<file path="config.mk">
export PLATFORM = sky130hd
export DESIGN_NAME = palu_issue_flat
export DESIGN_NICKNAME = d
export VERILOG_FILES = /design/src/rtl/palu_issue_if.sv /design/src/rtl/palu_issue.sv /design/src/flat_wrapper.sv
export SDC_FILE = /design/constraint.sdc
export NUM_CORES = 1
export LEC_CHECK = 0
export ABC_CLOCK_PERIOD_IN_PS = 2300
export CAP_MARGIN = 0
export CORE_MARGIN = 2
export CORE_UTILIZATION = 40
export CTS_CLUSTER_SIZE = 24
export DETAILED_ROUTE_END_ITERATION = 6
export PLACE_DENSITY = 0.79
export RECOVER_POWER = 50
export SLEW_MARGIN = 20
export SYNTH_ARGS = -nofsm -noshare
export SYNTH_HDL_FRONTEND = slang
export SYNTH_SLANG_ARGS = --single-unit
export TNS_END_PERCENT = 30
</file>
<file path="constraint.sdc">
create_clock -name clock -period 2.3 [get_ports clock]
set_clock_uncertainty 0.2 [all_clocks]
set_input_delay 0.46 -clock clock [delete_from_list [all_inputs] [get_ports clock]]
set_output_delay 0.46 -clock clock [all_outputs]
set_load 0.02 [all_outputs]
</file>
<file path="src/rtl/palu_issue_if.sv">
`default_nettype none
// ============================================================================
// Module      : palu_issue_if
// Description : Requester handshake and issue bus between two instruction
//               requesters, the issue stage and the ALU pipeline.
// Revision    : 1.0 - initial release
// ============================================================================
interface palu_issue_if;
    logic        req0;
    logic [11:0] instr0;
    logic        ack0;
    logic        req1;
    logic [11:0] instr1;
    logic        ack1;
    logic        stall;
    logic [2:0]  opcode;
    logic [2:0]  src1;
    logic [2:0]  src2;
    logic [2:0]  dest;
    logic        busy;

    modport master (
        output req0, instr0, req1, instr1,
        input  ack0, ack1, stall, opcode, src1, src2, dest, busy
    );

    modport slave (
        input  req0, instr0, req1, instr1,
        output ack0, ack1, stall, opcode, src1, src2, dest, busy
    );
endinterface
`default_nettype wire

</file>
<file path="src/rtl/palu_issue.sv">
`default_nettype none
// ============================================================================
// Module      : palu_issue
// Description : Two-requester ALU issue stage with read-after-write hazard
//               bubbles. Define PALU_ISS_RR_EN for round-robin arbitration;
//               otherwise requester 0 has fixed priority.
// Revision    : 1.0 - initial release
// ============================================================================
module palu_issue #(
    parameter int HZ_STALL = 1
) (
    input  wire logic   clock,
    input  wire logic   reset,
    palu_issue_if.slave bus
);

    typedef enum logic [1:0] {
        ST_IDLE  = 2'd0,
        ST_ISSUE = 2'd1,
        ST_HAZ   = 2'd2
    } state_t;

    localparam logic [1:0] c_hz_load = 2'(HZ_STALL);

    state_t      r_state;
    logic [1:0]  r_cnt;
    logic        r_lock_who;
    logic [11:0] r_lock_ins;
    logic        r_ack0;
    logic        r_ack1;
    logic        r_stall;
    logic [2:0]  r_opcode;
    logic [2:0]  r_src1;
    logic [2:0]  r_src2;
    logic [2:0]  r_dest;
    logic        r_busy;
`ifdef PALU_ISS_RR_EN
    logic        r_ptr;
`endif

    logic        w_req0;
    logic        w_req1;
    logic        w_pick1;
    logic        w_cand_vld;
    logic [11:0] w_cand;
    logic [2:0]  w_cand_op;
    logic        w_use1;
    logic        w_use2;
    logic        w_hazard;
    logic        w_issue;
    logic        w_iss_who;
    logic [11:0] w_iss_ins;
    logic        w_enter_haz;
    logic        w_stay_haz;
    logic        w_busy_nxt;

    // A requester whose ack is on the bus still shows the consumed instruction.
    assign w_req0     = bus.req0 & ~r_ack0;
    assign w_req1     = bus.req1 & ~r_ack1;
    assign w_cand_vld = w_req0 | w_req1;

`ifdef PALU_ISS_RR_EN
    assign w_pick1 = w_req1 & (~w_req0 | r_ptr);
`else
    assign w_pick1 = w_req1 & ~w_req0;
`endif

    always_comb begin
        w_cand    = w_pick1 ? bus.instr1 : bus.instr0;
        w_cand_op = w_cand[11:9];
        w_use1    = (w_cand_op >= 3'd2);
        w_use2    = (w_cand_op >= 3'd2) && (w_cand_op <= 3'd4);
        // Only an instruction actually in flight (stall low) can produce a hazard.
        w_hazard  = ~r_stall && ((w_use1 && (w_cand[8:6] == r_dest)) ||
                                 (w_use2 && (w_cand[5:3] == r_dest)));

        w_issue     = 1'b0;
        w_iss_who   = w_pick1;
        w_iss_ins   = w_cand;
        w_enter_haz = 1'b0;
        w_stay_haz  = 1'b0;
        if (r_state == ST_HAZ) begin
            if (r_cnt == 2'd1) begin
                w_issue   = 1'b1;
                w_iss_who = r_lock_who;
                w_iss_ins = r_lock_ins;
            end else begin
                w_stay_haz = 1'b1;
            end
        end else if (w_cand_vld) begin
            if (w_hazard) begin
                w_enter_haz = 1'b1;
            end else begin
                w_issue = 1'b1;
            end
        end

        w_busy_nxt = w_stay_haz | w_enter_haz |
                     (w_req0 & ~(w_issue & ~w_iss_who)) |
                     (w_req1 & ~(w_issue &  w_iss_who));
    end

    always_ff @(posedge clock) begin
        if (reset) begin
            r_state    <= ST_IDLE;
            r_cnt      <= 2'd0;
            r_lock_who <= 1'b0;
            r_lock_ins <= 12'd0;
            r_ack0     <= 1'b0;
            r_ack1     <= 1'b0;
            r_stall    <= 1'b1;
            r_opcode   <= 3'd0;
            r_src1     <= 3'd0;
            r_src2     <= 3'd0;
            r_dest     <= 3'd0;
            r_busy     <= 1'b0;
`ifdef PALU_ISS_RR_EN
            r_ptr      <= 1'b0;
`endif
        end else begin
            r_ack0  <= w_issue & ~w_iss_who;
            r_ack1  <= w_issue &  w_iss_who;
            r_stall <= ~w_issue;
            r_busy  <= w_busy_nxt;
            if (w_issue) begin
                {r_opcode, r_src1, r_src2, r_dest} <= w_iss_ins;
                r_state <= ST_ISSUE;
                r_cnt   <= 2'd0;
`ifdef PALU_ISS_RR_EN
                r_ptr   <= ~w_iss_who;
`endif
            end else if (w_enter_haz) begin
                // Latched copy lets the issue proceed even if the requester misbehaves.
                r_state    <= ST_HAZ;
                r_cnt      <= c_hz_load;
                r_lock_who <= w_pick1;
                r_lock_ins <= w_cand;
            end else if (w_stay_haz) begin
                r_cnt <= r_cnt - 2'd1;
            end else begin
                r_state <= ST_IDLE;
            end
        end
    end

    assign bus.ack0   = r_ack0;
    assign bus.ack1   = r_ack1;
    assign bus.stall  = r_stall;
    assign bus.opcode = r_opcode;
    assign bus.src1   = r_src1;
    assign bus.src2   = r_src2;
    assign bus.dest   = r_dest;
    assign bus.busy   = r_busy;

endmodule
`default_nettype wire

</file>
<file path="src/flat_wrapper.sv">
// flat-port wrapper written by rule: the top's interface ports become plain ports
module palu_issue_flat 
#(
    parameter int HZ_STALL = 1
)
  (clock, reset, bus_req0, bus_instr0, bus_req1, bus_instr1, bus_ack0, bus_ack1, bus_stall, bus_opcode, bus_src1, bus_src2, bus_dest, bus_busy);
  palu_issue_if bus_i ();
  input  wire logic clock;
  input  wire logic reset;
  input wire logic [$bits(bus_i.req0)-1:0] bus_req0;
  input wire logic [$bits(bus_i.instr0)-1:0] bus_instr0;
  input wire logic [$bits(bus_i.req1)-1:0] bus_req1;
  input wire logic [$bits(bus_i.instr1)-1:0] bus_instr1;
  output wire logic [$bits(bus_i.ack0)-1:0] bus_ack0;
  output wire logic [$bits(bus_i.ack1)-1:0] bus_ack1;
  output wire logic [$bits(bus_i.stall)-1:0] bus_stall;
  output wire logic [$bits(bus_i.opcode)-1:0] bus_opcode;
  output wire logic [$bits(bus_i.src1)-1:0] bus_src1;
  output wire logic [$bits(bus_i.src2)-1:0] bus_src2;
  output wire logic [$bits(bus_i.dest)-1:0] bus_dest;
  output wire logic [$bits(bus_i.busy)-1:0] bus_busy;
  assign bus_i.req0 = bus_req0;
  assign bus_i.instr0 = bus_instr0;
  assign bus_i.req1 = bus_req1;
  assign bus_i.instr1 = bus_instr1;
  assign bus_ack0 = bus_i.ack0;
  assign bus_ack1 = bus_i.ack1;
  assign bus_stall = bus_i.stall;
  assign bus_opcode = bus_i.opcode;
  assign bus_src1 = bus_i.src1;
  assign bus_src2 = bus_i.src2;
  assign bus_dest = bus_i.dest;
  assign bus_busy = bus_i.busy;
  palu_issue #(.HZ_STALL(HZ_STALL)) u_core (.clock(clock), .reset(reset), .bus(bus_i));
endmodule
</file>
After elaboration in Yosys (flattened, before gate mapping). Cells that the tools add are included. Widths: inputs -> output; s select.

Flip-flop bits (word level): 33. Bits of input ports: 28. Output and inout bits: 16. Logic and storage cells: 70.

$add $sub $neg: 1. Order comparisons: 2. Equality and inequality tests: 6. Muxes and demuxes: 19. Bitwise logic cells: 19. Reductions and logical operators: 9.

Operator list (number): $mux 12 (3); $mux 1 (14); $not 1->1 (8); $and 1x1->1 (7); $eq 3x3->1 (2); $logic_and 1x1->1 (4); $mux 2 (2); $or 1x1->1 (4); $ge 3x2->1 const B (1); $le 3x3->1 const B (1); $ne 3x1->1 const B (1); $reduce_or 3->1 (1); $eq 2x1->1 const B (1); $eq 2x2->1 const B (1); $ne 2x1->1 const B (1); $reduce_and 2->1 (1); $reduce_bool 2->1 (1); $reduce_or 2->1 (1); $sub 2x1->2 const B (1); $logic_or 1x1->1 (1).

Logic depth before layout (Yosys ltp).
Depth after elaboration: 18. Depth in mapped cells: 9. Mapped depth without buffers: 8.

Least setup slack after synthesis. Ideal clock, no wire load.

Path kind: input-to-reg. Start point: input port bus_req0. End point: register u_core.r_lock_ins[0]. Library setup time: 0.141 ns. Data arrival time: 2.157 ns. Data required time: 1.959 ns. Slack: -0.198 ns. Stages: 8. Path buffers: 2. Path through: nor2b_1 -> buf_6 -> o21ai_2 -> o221ai_1 -> or3_4 -> a211oi_4 -> buf_2 -> a311oi_2.

Word-level cells in the longest chain between the ends: 14. Elaborated cells between the ends (all ways): 22. Those cells by class: 2 x order compare; 2 x eq/ne; 7 x mux; 5 x bitwise; 6 x reduce/logical.

RTL lines: start: declaration (line flat_wrapper.sv:10) `input wire logic [$bits(bus_i.req0)-1:0] bus_req0;`; $and 1x1->1 (*) (line palu_issue.sv:58) `assign w_req0 = bus.req0 & ~r_ack0;`; $not 1->1 (line palu_issue.sv:65) `assign w_pick1 = w_req1 & ~w_req0;`; $and 1x1->1 (line palu_issue.sv:65); $mux 12 (line palu_issue.sv:69) `w_cand = w_pick1 ? bus.instr1 : bus.instr0;`; $ge 3x2->1 / $le 3x3->1 (equally long branches) (line palu_issue.sv:71, palu_issue.sv:72); $logic_and 1x1->1 (line palu_issue.sv:72) `w_use2 = (w_cand_op >= 3'd2) && (w_cand_op <= 3'd4);`; $logic_and 1x1->1 (line palu_issue.sv:75) `(w_use2 && (w_cand[5:3] == r_dest)));`; $logic_or 1x1->1 (line palu_issue.sv:74) `w_hazard = ~r_stall && ((w_use1 && (w_cand[8:6] == r_dest)) ||`; $logic_and 1x1->1 (line palu_issue.sv:74); $mux 1 (line palu_issue.sv:91) `if (w_hazard) begin`; $mux 1 (line palu_issue.sv:90) `end else if (w_cand_vld) begin`; $mux 1 (line palu_issue.sv:82) `if (r_state == ST_HAZ) begin`; $not 1->1 (no line); $reduce_and 2->1 (no line); end signal: assignment (line palu_issue.sv:137) `r_lock_ins <= w_cand;`; end: declaration (line palu_issue.sv:28) `logic [11:0] r_lock_ins;`.

Every way passes the cells marked *; elsewhere a longest branch is shown, timed or not. A chain may end at the register's enable or synchronous reset.

Worst setup path in the final report.
Start point: input port bus_instr0[6]. End point: register u_core.r_lock_ins[2].

Word-level cells in the longest chain between the ends: 10. Elaborated cells between the ends (all ways): 13. Those cells by class: 1 x eq/ne; 7 x mux; 1 x bitwise; 4 x reduce/logical.

RTL lines: start: declaration (line flat_wrapper.sv:11) `input wire logic [$bits(bus_i.instr0)-1:0] bus_instr0;`; $mux 12 (*) (line palu_issue.sv:69); $eq 3x3->1 (*) (line palu_issue.sv:74); $logic_and 1x1->1 (*) (line palu_issue.sv:74); $logic_or 1x1->1 (*) (line palu_issue.sv:74); $logic_and 1x1->1 (*) (line palu_issue.sv:74); $mux 1 (line palu_issue.sv:91); $mux 1 (line palu_issue.sv:90); $mux 1 (line palu_issue.sv:82); $not 1->1 (no line); $reduce_and 2->1 (no line) (*).

Marked as above.

==> flow_metrics.py <==
metrics = {
    "run_status": {
        "status": "finished, violations left",
        "violations": "setup timing",
    },
    "sta": {
        "slew_headroom_pct": 70.1,
        "hold_viol": 0,
        "tightest_slew_ns": 0.448,
        "setup_ws_ns": -0.0965,
        "fin_crit_sh_pct": 104,
        "rsz0062_at_grt": "yes",
        "period_needed_ns": 2.40,
        "hold_slack_ns": 0.285,
        "slew_violations": 0,
        "setup_violations": 14,
        "max_freq_ghz": 0.417,
    },
    "clock_network": {
        "cts-buffers-inserted": 5,
        "cts-root-buf": "clkbuf_8",
        "path_clk_slew_ns": 0.06,
        "cts_sinks": 33,
        "cts_tree": "built",
        "clock_path_buffers": 2,
        "worstSkewPairLatency_ns": 0.29,
        "cts_max_level": 2,
    },
    "finish": {
        "final-seq-area_um2": 667,
        "diodes": 0,
        "multi_input_area_um2": 1220,
        "drive_gt1_share_pct": 33.0,
        "area_growth_syn_to_layout_pct": 60.1,
        "final_nets": 343,
        "fillerInstances": 341,
    },
    "pwr": {
        "peakVddDrop_mv": 0.287,
        "power_density_nw_per_um2": 658,
        "leakagePower_nw": 1.28,
    },
    "grt": {
        "antenna_found_initial": 0,
        "grt_pass1_vias": 2081,
        "grt_usage_pct": 24.3,
        "grt_max_degree": 21,
        "grt_first_pass_wirelength_um": 9870,
        "gr-total-overflow": 0,
    },
    "critical_path": {
        "crit_type": "in -> reg",
        "worstPathCellList": "clkdlybuf4s50_1 -> xor2_1 -> o31ai_2 -> nand2_2 -> a211oi_4 -> buf_6 -> buf_8 -> buf_6 -> a311oi_2",
        "cpPeakStageDelay_ns": 0.45,
        "endpoint_kind": "flop",
        "cp_slowest_cell": "clkdlybuf4s50_1",
        "path_common_cell": "buf_6",
        "critPathLaunchType": "input port",
        "crit_fanout": 8,
        "required_ns": 2.26,
        "path_buf_inv": 4,
        "arrival_ns": 2.36,
        "critPathTopFamily": "buffers and inverters",
    },
    "synthesis": {
        "syn_inst": 221,
        "synth_edf_count": 0,
        "synth_area_per_cell_um2": 8.35,
        "yosys_most_used_dff": "dfxtp_1",
        "async_flop_share_pct": 0,
        "ys_seq_elements": 33,
        "synth_nets": 250,
        "synth_cell_type_count": 41,
        "syn-cell-area_um2": 1840,
        "yosysWarnings": 0,
        "yosysSeqAreaShare_pct": 35.8,
    },
    "placement": {
        "pre_cts_slack_ns": -0.762,
        "gp_congestion": 0.843,
        "dp_hpwl_um": 3980,
        "io_buffers": 43,
    },
    "floorplanning": {
        "io_pins": 44,
        "coreArea_um2": 4380,
        "num_rows": 24,
        "fp.dieW_um": 71.9,
        "start_util_pct": 42.1,
        "die_y_um": 71.9,
        "die_area_um2": 5170,
    },
    "route": {
        "routedWlPerCell_um": 16.3,
        "drt_wl_total_um": 5990,
        "drc_errors": 0,
        "routed-via-count": 2060,
        "drt_iter0_drc": 160,
        "ant_nets": 0,
        "first_pass_iters": 4,
        "vias_per_cell": 5.61,
    },
    "run": {
        "drv_cap": 0,
    },
    "hold_path": {
        "min_path_type": "reg -> reg",
    },
}
[metrics by stage]
step	power, mW	util (%)	cell area, um2	std cells	setup TNS (ns)
3_3_place_gp	1.36	59.8	2620	346	-17.96
6_report	1.94	67.4	2950	367	-0.608
3_5_place_dp	1.38	59.8	2620	346	-19.66
2_1_floorplan	1.07	-	1870	221	-1.94
5_1_grt	2.04	67.4	2950	367	-2.43
4_1_cts	1.91	65.5	2870	365	-0.248
[worst min-delay path: stages (launching register included)]
cell and delay (ns):
dfxtp_1 0.32, mux2i_1 0.06, nor2_1 0.07
[cells in the mapped netlist, types with 2 or more instances]
| cell | instances | area, um2 |
|---|---|---|
| a21oi_1 | 6 | 30.0 |
| a311oi_1 | 6 | 52.6 |
| a311oi_2 | 7 | 105 |
| a31oi_1 | 10 | 62.6 |
| buf_2 | 2 | 10.0 |
| buf_6 | 2 | 22.5 |
| clkbuf_1 | 6 | 22.5 |
| dfxtp_1 | 33 | 661 |
| inv_1 | 4 | 15.0 |
| mux2i_1 | 15 | 150 |
| nand2_1 | 26 | 97.6 |
| nand2b_1 | 4 | 25.0 |
| nand3_1 | 2 | 10.0 |
| nand4_1 | 2 | 12.5 |
| nor2_1 | 38 | 143 |
| nor2b_1 | 15 | 93.8 |
| nor3_1 | 3 | 15.0 |
| nor4_1 | 2 | 12.5 |
| o211ai_1 | 3 | 22.5 |
| o21ai_0 | 8 | 40.0 |
| o21ai_2 | 2 | 17.5 |
| o22ai_1 | 2 | 12.5 |
| xnor2_1 | 3 | 26.3 |
| xor2_1 | 3 | 26.3 |
[layer usage]
metal  wire [um]  track usage (%)
met4          95             10.9
met5           0                0
met2        3010             42.0
met1        2560             28.8
met3         330             5.56
[repair_timing]
| action | CTS | global route |
|---|---|---|
| endpoints found under the setup margin | 30 | 28 |
| hold buffers | 0 | 0 |
| gates resized for setup | 46 | 21 |
| buffers inserted | 11 | 3 |
| pin swaps | 15 | 12 |
[power by group]
part	internal, mW	switching [mW]	leakage [nW]
Combinational	0.398	0.390	0.957
Sequential	0.636	0.0433	0.272
Clock	0.270	0.205	0.0542
Total	1.30	0.638	1.28
[area by class of cell]
type,count,area share (%)
flip-flops and latches,33,22.6
clock buffers,7,3.26
multi-input cells,171,41.2
clock inverters,1,0.169
inverters,4,0.508
repair buffers,99,30.1
well taps,52,2.20
[placed cells by master (no fill, tap or decap), types with 4 or more instances in the layout]
| master | Yosys | routed |
|---|---|---|
| a21oi_1 | 6 | 6 |
| clkbuf_8 | 0 | 7 |
| dlygate4sd3_1 | 0 | 8 |
| buf_6 | 2 | 7 |
| dfxtp_2 | 0 | 5 |
| a311oi_2 | 7 | 9 |
| nor2b_1 | 15 | 13 |
| nor2_1 | 38 | 37 |
| dfxtp_1 | 33 | 28 |
| o21ai_0 | 8 | 4 |
| dlygate4sd2_1 | 0 | 8 |
| nand2_1 | 26 | 25 |
| a31oi_1 | 10 | 10 |
| a311oi_1 | 6 | 4 |
| mux2i_1 | 15 | 14 |
| clkdlybuf4s50_1 | 0 | 21 |
| buf_4 | 1 | 46 |
[cell families after synthesis]
family                   share of synthesized area [%]
AO/OA/AOI/OAI                                     22.8
adder cells (fa/ha/maj)                          0.678
multiplexers                                      8.14
AND/OR/NAND/NOR                                   25.0
buffers and inverters                             4.68
XOR/XNOR                                          2.85
flip-flops                                        35.8
[path summary, 6_finish.rpt]
kind                            slack (ns)  cells after the start                   end                  from
worst max-delay path                  -0.1                      9  u_core.r_lock_ins[2]         bus_instr0[6]
worst min-delay path                  0.29                      2  u_core.bus.opcode[2]  u_core.bus.opcode[2]
worst max register to register       -0.07                      9  u_core.r_lock_ins[2]       u_core.bus.ack1
worst min register to register        0.29                      2  u_core.bus.opcode[2]  u_core.bus.opcode[2]
[registers in the layout, indices dropped and copies added, names as in the netlist]
| register | flops |
|---|---|
| u_core.r_state | 2 |
| u_core.bus.stall | 1 |
| u_core.bus.busy | 1 |
| u_core.bus.ack0 | 1 |
| u_core.bus.ack1 | 1 |
| u_core.r_lock_ins | 12 |
| u_core.bus.opcode | 3 |
| u_core.bus.dest | 3 |
| u_core.bus.src2 | 3 |
| u_core.r_lock_who | 1 |
| u_core.r_cnt | 2 |
| u_core.bus.src1 | 3 |
No activity file was read; power rests on OpenSTA's default activity.
